### src/rtl/uart_rx_ctrl.sv
`timescale 1ns/1ps
// -----------------------------------------------------------------------------
// uart_rx_ctrl
//
// Frame sequencer for an oversampled UART receive path. It synchronises the
// rx pin and validates the start bit at mid-bit. It then issues one-cycle
// strobes that load an external 9-bit shift register, checks the stop bit and
// optional even parity, and holds the finished frame under a valid/read
// handshake.
//
// Optional feature: define UART_RX_PARITY_EN to receive and check an even
// parity bit after the data bits. When it is undefined, there is no parity
// bit and parity_err is tied low.
//
// Parameters:
//   CLKS_PER_BIT  clocks per serial bit (even, >= 4)
//   DATA_BITS     data bits per frame, LSB first (5..8)
//
// Ports:
//   clk          in   oversampling clock
//   rst          in   asynchronous active-low reset
//   rx           in   serial line, idle high, asynchronous to clk
//   read         in   host acknowledge, consumes the held frame
//   sr_clr       out  one-cycle clear to the shift register on start validation
//   shift_en     out  one-cycle shift strobe per data/parity bit
//   shift_bit    out  bit presented with shift_en
//   frame_valid  out  frame held, awaiting read
//   parity_err   out  parity mismatch on the held frame
//   frame_err    out  stop bit sampled low on the held frame
//   overrun      out  sticky: start edge seen while a frame was held
//   busy         out  high in every state except IDLE and HOLD
// -----------------------------------------------------------------------------
module uart_rx_ctrl #(
    parameter int CLKS_PER_BIT = 20,
    parameter int DATA_BITS    = 8
) (
    input  logic clk,
    input  logic rst,
    input  logic rx,
    input  logic read,
    output logic sr_clr,
    output logic shift_en,
    output logic shift_bit,
    output logic frame_valid,
    output logic parity_err,
    output logic frame_err,
    output logic overrun,
    output logic busy
);

    localparam int HALF  = CLKS_PER_BIT / 2;
    localparam int CNT_W = $clog2(CLKS_PER_BIT);
    localparam int IDX_W = $clog2(DATA_BITS + 1);

    localparam logic [CNT_W-1:0] CNT_LAST = CNT_W'(CLKS_PER_BIT - 1);
    localparam logic [CNT_W-1:0] CNT_MID  = CNT_W'(HALF - 1);
    localparam logic [IDX_W-1:0] IDX_LAST = IDX_W'(DATA_BITS - 1);

    typedef enum logic [2:0] {
        IDLE   = 3'd0,
        START  = 3'd1,
        DATA   = 3'd2,
`ifdef UART_RX_PARITY_EN
        PARITY = 3'd3,
`endif
        STOP   = 3'd4,
        HOLD   = 3'd5
    } state_t;

    state_t           state, state_next;
    logic             rx_meta, rx_s, rx_prev;
    logic             fall;
    logic [CNT_W-1:0] cnt;
    logic [IDX_W-1:0] bit_idx;
    logic             bit_end, mid_bit;
    logic             ovr_at_entry;   // overrun already reported when HOLD was entered
`ifdef UART_RX_PARITY_EN
    logic             par_acc;        // running XOR of the data bits
    logic             par_pend;       // parity mismatch waiting for the stop bit
`endif

    // Two-flop synchroniser plus edge history. All three flops reset to the
    // idle level so that leaving reset never looks like a start edge.
    // NOTE: sequential state uses non-blocking assignments so every flop sees
    // pre-edge values. Blocking assignments here would collapse the chain.
    always_ff @(posedge clk or negedge rst) begin
        if (!rst) begin
            rx_meta <= 1'b1;
            rx_s    <= 1'b1;
            rx_prev <= 1'b1;
        end else begin
            rx_meta <= rx;
            rx_s    <= rx_meta;
            rx_prev <= rx_s;
        end
    end

    assign fall    = rx_prev & ~rx_s;
    assign bit_end = (cnt == CNT_LAST);
    assign mid_bit = (cnt == CNT_MID);

    always_ff @(posedge clk or negedge rst) begin
        if (!rst) state <= IDLE;
        else      state <= state_next;
    end

    // NOTE: every output of this block is given a default before the case
    // statement, so no path through it can infer a latch.
    always_comb begin
        state_next = state;
        sr_clr     = 1'b0;
        shift_en   = 1'b0;
        busy       = 1'b1;
        case (state)
            IDLE: begin
                busy = 1'b0;
                if (fall) state_next = START;
            end
            START: begin
                if (mid_bit) begin
                    if (!rx_s) begin
                        sr_clr     = 1'b1;
                        state_next = DATA;
                    end else begin
                        state_next = IDLE;   // glitch, not a start bit
                    end
                end
            end
            DATA: begin
                if (bit_end) begin
                    shift_en = 1'b1;
                    if (bit_idx == IDX_LAST) begin
`ifdef UART_RX_PARITY_EN
                        state_next = PARITY;
`else
                        state_next = STOP;
`endif
                    end
                end
            end
`ifdef UART_RX_PARITY_EN
            PARITY: begin
                if (bit_end) begin
                    shift_en   = 1'b1;
                    state_next = STOP;
                end
            end
`endif
            STOP: begin
                if (bit_end) state_next = HOLD;
            end
            HOLD: begin
                busy = 1'b0;
                if (read) state_next = IDLE;
            end
            default: state_next = IDLE;
        endcase
    end

    assign shift_bit = shift_en & rx_s;

    always_ff @(posedge clk or negedge rst) begin
        if (!rst) begin
            cnt          <= '0;
            bit_idx      <= '0;
            frame_valid  <= 1'b0;
            frame_err    <= 1'b0;
            overrun      <= 1'b0;
            ovr_at_entry <= 1'b0;
`ifdef UART_RX_PARITY_EN
            par_acc      <= 1'b0;
            par_pend     <= 1'b0;
            parity_err   <= 1'b0;
`endif
        end else begin
            // The bit timer restarts on every state change and wraps once per bit.
            if (state_next != state || bit_end) cnt <= '0;
            else                                cnt <= cnt + CNT_W'(1);

            if (sr_clr) begin
                bit_idx <= '0;
`ifdef UART_RX_PARITY_EN
                par_acc <= 1'b0;
`endif
            end

            if (state == DATA && shift_en) begin
                bit_idx <= bit_idx + IDX_W'(1);
`ifdef UART_RX_PARITY_EN
                par_acc <= par_acc ^ rx_s;
`endif
            end

`ifdef UART_RX_PARITY_EN
            // Even parity: data bits XOR the parity bit must be 0.
            if (state == PARITY && shift_en) par_pend <= par_acc ^ rx_s;
`endif

            if (state == STOP && bit_end) begin
                frame_valid  <= 1'b1;
                frame_err    <= ~rx_s;
                ovr_at_entry <= overrun;
`ifdef UART_RX_PARITY_EN
                parity_err   <= par_pend;
`endif
            end

            if (state == HOLD) begin
                if (read) begin
                    frame_valid <= 1'b0;
                    frame_err   <= 1'b0;
`ifdef UART_RX_PARITY_EN
                    parity_err  <= 1'b0;
`endif
                    // Overrun survives the read of the frame it was reported
                    // with. It clears on the acknowledge of the next frame.
                    if (ovr_at_entry) overrun <= 1'b0;
                end
                if (fall) overrun <= 1'b1;
            end
        end
    end

`ifndef UART_RX_PARITY_EN
    assign parity_err = 1'b0;
`endif

endmodule

### config.mk
export PLATFORM = sky130hd
export DESIGN_NAME = uart_rx_ctrl
export DESIGN_NICKNAME = d
export VERILOG_FILES = /design/src/rtl/uart_rx_ctrl.sv
export SDC_FILE = /design/constraint.sdc
export NUM_CORES = 1
export LEC_CHECK = 0
export CAP_MARGIN = 20
export CORE_UTILIZATION = 50
export DETAILED_ROUTE_END_ITERATION = 10
export HOLD_SLACK_MARGIN = 0.1
export MAX_ROUTING_LAYER = met4
export PLACE_DENSITY = 0.83
export SLEW_MARGIN = 40
export SYNTH_ARGS = -nofsm -noshare
export SYNTH_HDL_FRONTEND = slang
export SYNTH_SLANG_ARGS = --single-unit
### constraint.sdc
create_clock -name clk -period 3.25 [get_ports clk]
set_input_delay 0.65 -clock clk [delete_from_list [all_inputs] [get_ports clk]]
set_output_delay 0.65 -clock clk [all_outputs]
set_load 0.01 [all_outputs]
# Yosys cells after proc, flatten, opt, wreduce, memory -nomap -nowiden

Index checks and enable logic that the tools add are counted.

Flip-flop bits (word level): 19
Latch bits: 0
Bits in writable memories: 0
ROM bits: 0
Output and inout bits: 8
Memories kept: 0

Add/subtract/negate cells: 2
$mul: 0
Div/mod/pow operators: 0
$lt $le $gt $ge: 0
Eq/ne operators: 8
Shifts and indexed selects: 0
Multiplexer cells: 26
Bitwise logic cells: 3
Reduce and logical (&&, ||, !) cells: 9

Operators by type and width:

| kind                                                             | number |
|---|---|
| 3-bit two-way mux                                                | 6 |
| 1-bit two-way mux                                                | 15 |
| 3-bit case mux with 5 select lines                               | 1 |
| 4-bit two-way mux                                                | 2 |
| 3-bit == test (second input constant)                            | 2 |
| 2-bit nonzero test                                               | 3 |
| 5-bit by 1-bit adder with 5-bit output (second input constant)   | 1 |
| 5-bit by 4-bit == test with 1-bit output (second input constant) | 1 |
| 5-bit == test (second input constant)                            | 1 |
| 5-bit two-way mux                                                | 1 |
| 4-bit by 1-bit adder with 4-bit output (second input constant)   | 1 |
| 4-bit by 3-bit == test with 1-bit output (second input constant) | 1 |
| 3-bit by 1-bit == test with 1-bit output (second input constant) | 1 |
| 3-bit by 2-bit == test with 1-bit output (second input constant) | 1 |
| 3-bit logical NOT                                                | 1 |
| 3-bit inequality test                                            | 1 |
| 3-bit AND reduction                                              | 1 |
| 1-bit AND                                                        | 2 |
| 1-bit logical AND                                                | 2 |
| 2-bit two-way mux                                                | 1 |
| 2-bit OR reduction                                               | 1 |
| 1-bit logical OR                                                 | 1 |
| 1-bit inverter                                                   | 1 |

# Logic depth before layout (Yosys ltp)

Depth after elaboration: 7
Gate-level depth with buffers: 7
Mapped depth without buffers: 6

# Worst setup path before layout

OpenSTA, ideal clock, no wires.

Path kind: register to output
From: reg cnt[0]
To: out shift_bit
Arrival time: 1.426 ns
Data required time: 2.600 ns
Slack: 1.174 ns
Cell stages (with the launch flop): 7
Path through: dfrtp_1 ha_1 nor4bb_1 buf_2 and3_1 buf_4 and2_1

Cells in the longest elaborated chain, start to end: 4

Ends and longest elaborated chain:

| what                     | RTL line | text |
|---|---|---|
| start: declaration       | 73       | `logic [CNT_W-1:0] cnt;` |
| start signal: assignment | 178      | `else cnt <= cnt + CNT_W'(1);` |
| 5-bit == test            | 99       | `assign bit_end = (cnt == CNT_LAST);` |
| 1-bit two-way mux        | 130      | `if (bit_end) begin` |
| 1-bit two-way mux        | 114      | `case (state)` |
| via shift_en             | 42       | `output logic shift_en,` |
| 1-bit AND                | 160      | `assign shift_bit = shift_en & rx_s;` |
| end: declaration         | 43       | `output logic shift_bit,` |

The timed path passes the listed nets, and every way through them passes these cells.

# Worst setup path in the final report

From: reg cnt[0]
To: out shift_bit

Cells in the longest elaborated chain, start to end: 4

Ends and longest elaborated chain:

| what              | RTL line |
|---|---|
| 5-bit == test     | 99 |
| 1-bit two-way mux | 130 |
| 1-bit two-way mux | 114 |
| 1-bit AND         | 160 |

No other way between the ends.

==> reports/metrics.yaml <==
outcome: "finished, final reports clean"
routed-wl-met3_um: 49
holdBufCountCts: 0
r2r_cells: 5
port_buffers: 10
row_count: 16
fin_crit_sh_pct: 91.7
synth_nets: 101
clockRootBuffer: "clkbuf_4"
cts_setup_buffers: 0
final_cell_mix: "dfrtp_1 (16), clkdlybuf4s50_1 (9), nor2_1 (7)"
drive_gt1_share_pct: 20.2
setup_viol_count_final: 0
swShare_pct: 35.5
fin_area_um2: 1160
yosys_warnings: 0
vdd_drop_max_uv: 366
cp_data_required_time_ps: 2600
finClkSkew_ps: 6.85
wl_um: 1770
drcViolationCount: 0
synth_edf_count: 0
n_fill_cell: 168
slowest_stage: "clkdlybuf4s50_1"
cts.sinks: 19
grt_pass1_vias: 623
diodes: 0
setup_tns_ps: 0
gp_congestion: 0.834
maxSlewViolCount: 0
async_flop_share_pct: 100
p_int_uw: 459
dpl-instance-area_um2: 1130
reg_top3: "cnt (5), bit_idx (4), state (3)"
synth-main-ff-cell: "dfrtp_1"
seq_area_frac_synth_pct: 46.8
cp_top_family: "simple AND/OR/NAND/NOR gates"
drtIter0Drc: 20
top_layer_used: "met4"
ios: 12
synth-seq-cells: 19
crit_buf_inv: 1
cts_buffer_depth: 2
final_common_cell: "dfrtp_1"
area_growth_pct: 12.9
dr.pass1.iters: 4
netlist.area_leader.share_pct: 39.1
overflow: 0
core_um2: 1940
syn_inst: 94
htreeDepth: 1
clkLatencyLatePin_ps: 290
clkTransAtPathRegs_ps: 110
crit_type: "reg -> out"
dieArea_um2: 2230
antenna_found_initial: 0
critPathLaunchType: "flip-flop"
hold_viol_final: 0
arrival_ps: 2330
dieWidth_um: 47.3
power_switching_uw: 253
powerDensity_nw_per_um2: 615
dp_hpwl_um: 1290
largest-register: "cnt"
synth_top_area_cell: "dfrtp_1"
wl_per_cell_um: 13.5
end_kind: "output port"
seqCellArea_um2: 479
maxCapViolCount: 0
drt-met1-wl_um: 840
slowest_delay_ps: 520
grt_usage_pct: 18.4
nets: 112
power_frac_clock_pct: 16.7
crit_chain: "ha_1, nor4bb_1, and3_2, and2_1, clkdlybuf4s50_1"
dieHeight_um: 47.3
min_period_ps: 2980
synth_cell_types: 37
cp_max_fo: 9
start_util_pct: 52.8
multi_input_area_um2: 492
p_seq_share_pct: 48.8
hold_class: "in -> async"
ant_nets: 0
cts_buffers: 3
grt_max_degree: 20
grt_pass1_wl_um: 2750
viasPerCell: 5.51
syn_area_um2: 1020
syn_area_per_cell_um2: 10.9
vias: 722
leakagePower_uw: 0.000524
fmax_ghz: 0.335
rsz0062_at_grt: "no"
synth_area_leaders: "dfrtp_1 (39%), dfstp_2 (7.7%), nor3_2 (4.9%)"
worst-path-stages: 5
p_comb_share_pct: 34.4
met2_length_um: 862
largest_reg_flops: 5
cts_tree: "yes"
-- cells in the mapped netlist, drive strengths merged, types with 3 or more instances --
master	instances
nand2	5
nor2	7
mux2	3
a22o	5
o21ai	3
buf	5
a21oi	3
nor3	5
inv	4
dfstp	3
dfrtp	16
ha	3
nor2b	5
-- kinds of logic after synthesis --
logic type,after synthesis,synth area share (%)
AND/OR/NAND/NOR,35,22.5
adder cells (fa/ha/maj),3,3.66
buffers and inverters,10,5.37
AO/OA/AOI/OAI,18,13.6
other,1,0.366
flip-flops,19,46.8
multiplexers,5,5.25
XOR/XNOR,3,2.56
-- through the flow --
step / util, % / setup slack [ps] / hold WS, ps / instances / power [µW]
final: 59.6 / 268 / 263 / 131 / 712
after global routing: 59.6 / 64.8 / 293 / 131 / 762
after CTS: 59.8 / 168 / 368 / 131 / 720
after detailed placement: 58.4 / 518 / 352 / 127 / 601
after global placement: 58.4 / 655 / 347 / 127 / 589
after floorplan: - / 1170 / 345 / 94 / 533
-- metal layers --
metal / track usage [%] / vias up
met5: - / -
met4: 9.14 / 0
met3: 3.08 / 2
met2: 27.9 / 10
met1: 23.4 / 353
li1: - / 357
-- area by class of cell --
cell class	count	share of cell area [%]
inverter	4	1.30
clock buffer	3	1.95
timing repair buffer	12	9.51
multi-input combinational	65	42.5
tap	27	2.92
sequential	19	41.4
clock inverter	1	0.432
-- worst paths after layout --
check,start,endpoint,slack [ps]
hold / removal,rst,frame_valid$_DFF_PN0_,260
max in group asynchronous,rst,rx_prev$_DFF_PN1_,2660
hold reg to reg,rx_meta$_DFF_PN1_,rx_s$_DFF_PN1_,370
setup / recovery,cnt[0]$_DFF_PN0_,shift_bit,270
min in group clk,rx_meta$_DFF_PN1_,rx_s$_DFF_PN1_,370
setup reg to reg,cnt[0]$_DFF_PN0_,bit_idx[2]$_DFFE_PN0P_,1350
-- power by group through the flow --
| stage | registers (µW) | logic [µW] | clock network (µW) |
|---|---|---|---|
| after floorplan | 323 | 210 | 0 |
| after global placement | 349 | 240 | 0 |
| after detailed placement | 353 | 248 | 0 |
| after CTS | 348 | 250 | 122 |
| after global routing | 360 | 273 | 129 |
| final | 348 | 245 | 119 |
-- worst reg2reg max path: cells and delay by family (launching register included) --
family	cells	cell delay [ps]
multiplexers	2	480
adder cells (fa/ha/maj)	1	230
flip-flops	1	430
AND/OR/NAND/NOR	2	710
-- timing repair --
action | CTS | global route
setup endpoints to repair | 0 | 1
hold endpoints to repair | 0 | 0
resized for setup | 0 | 1
(Power assumes the default switching activity.)
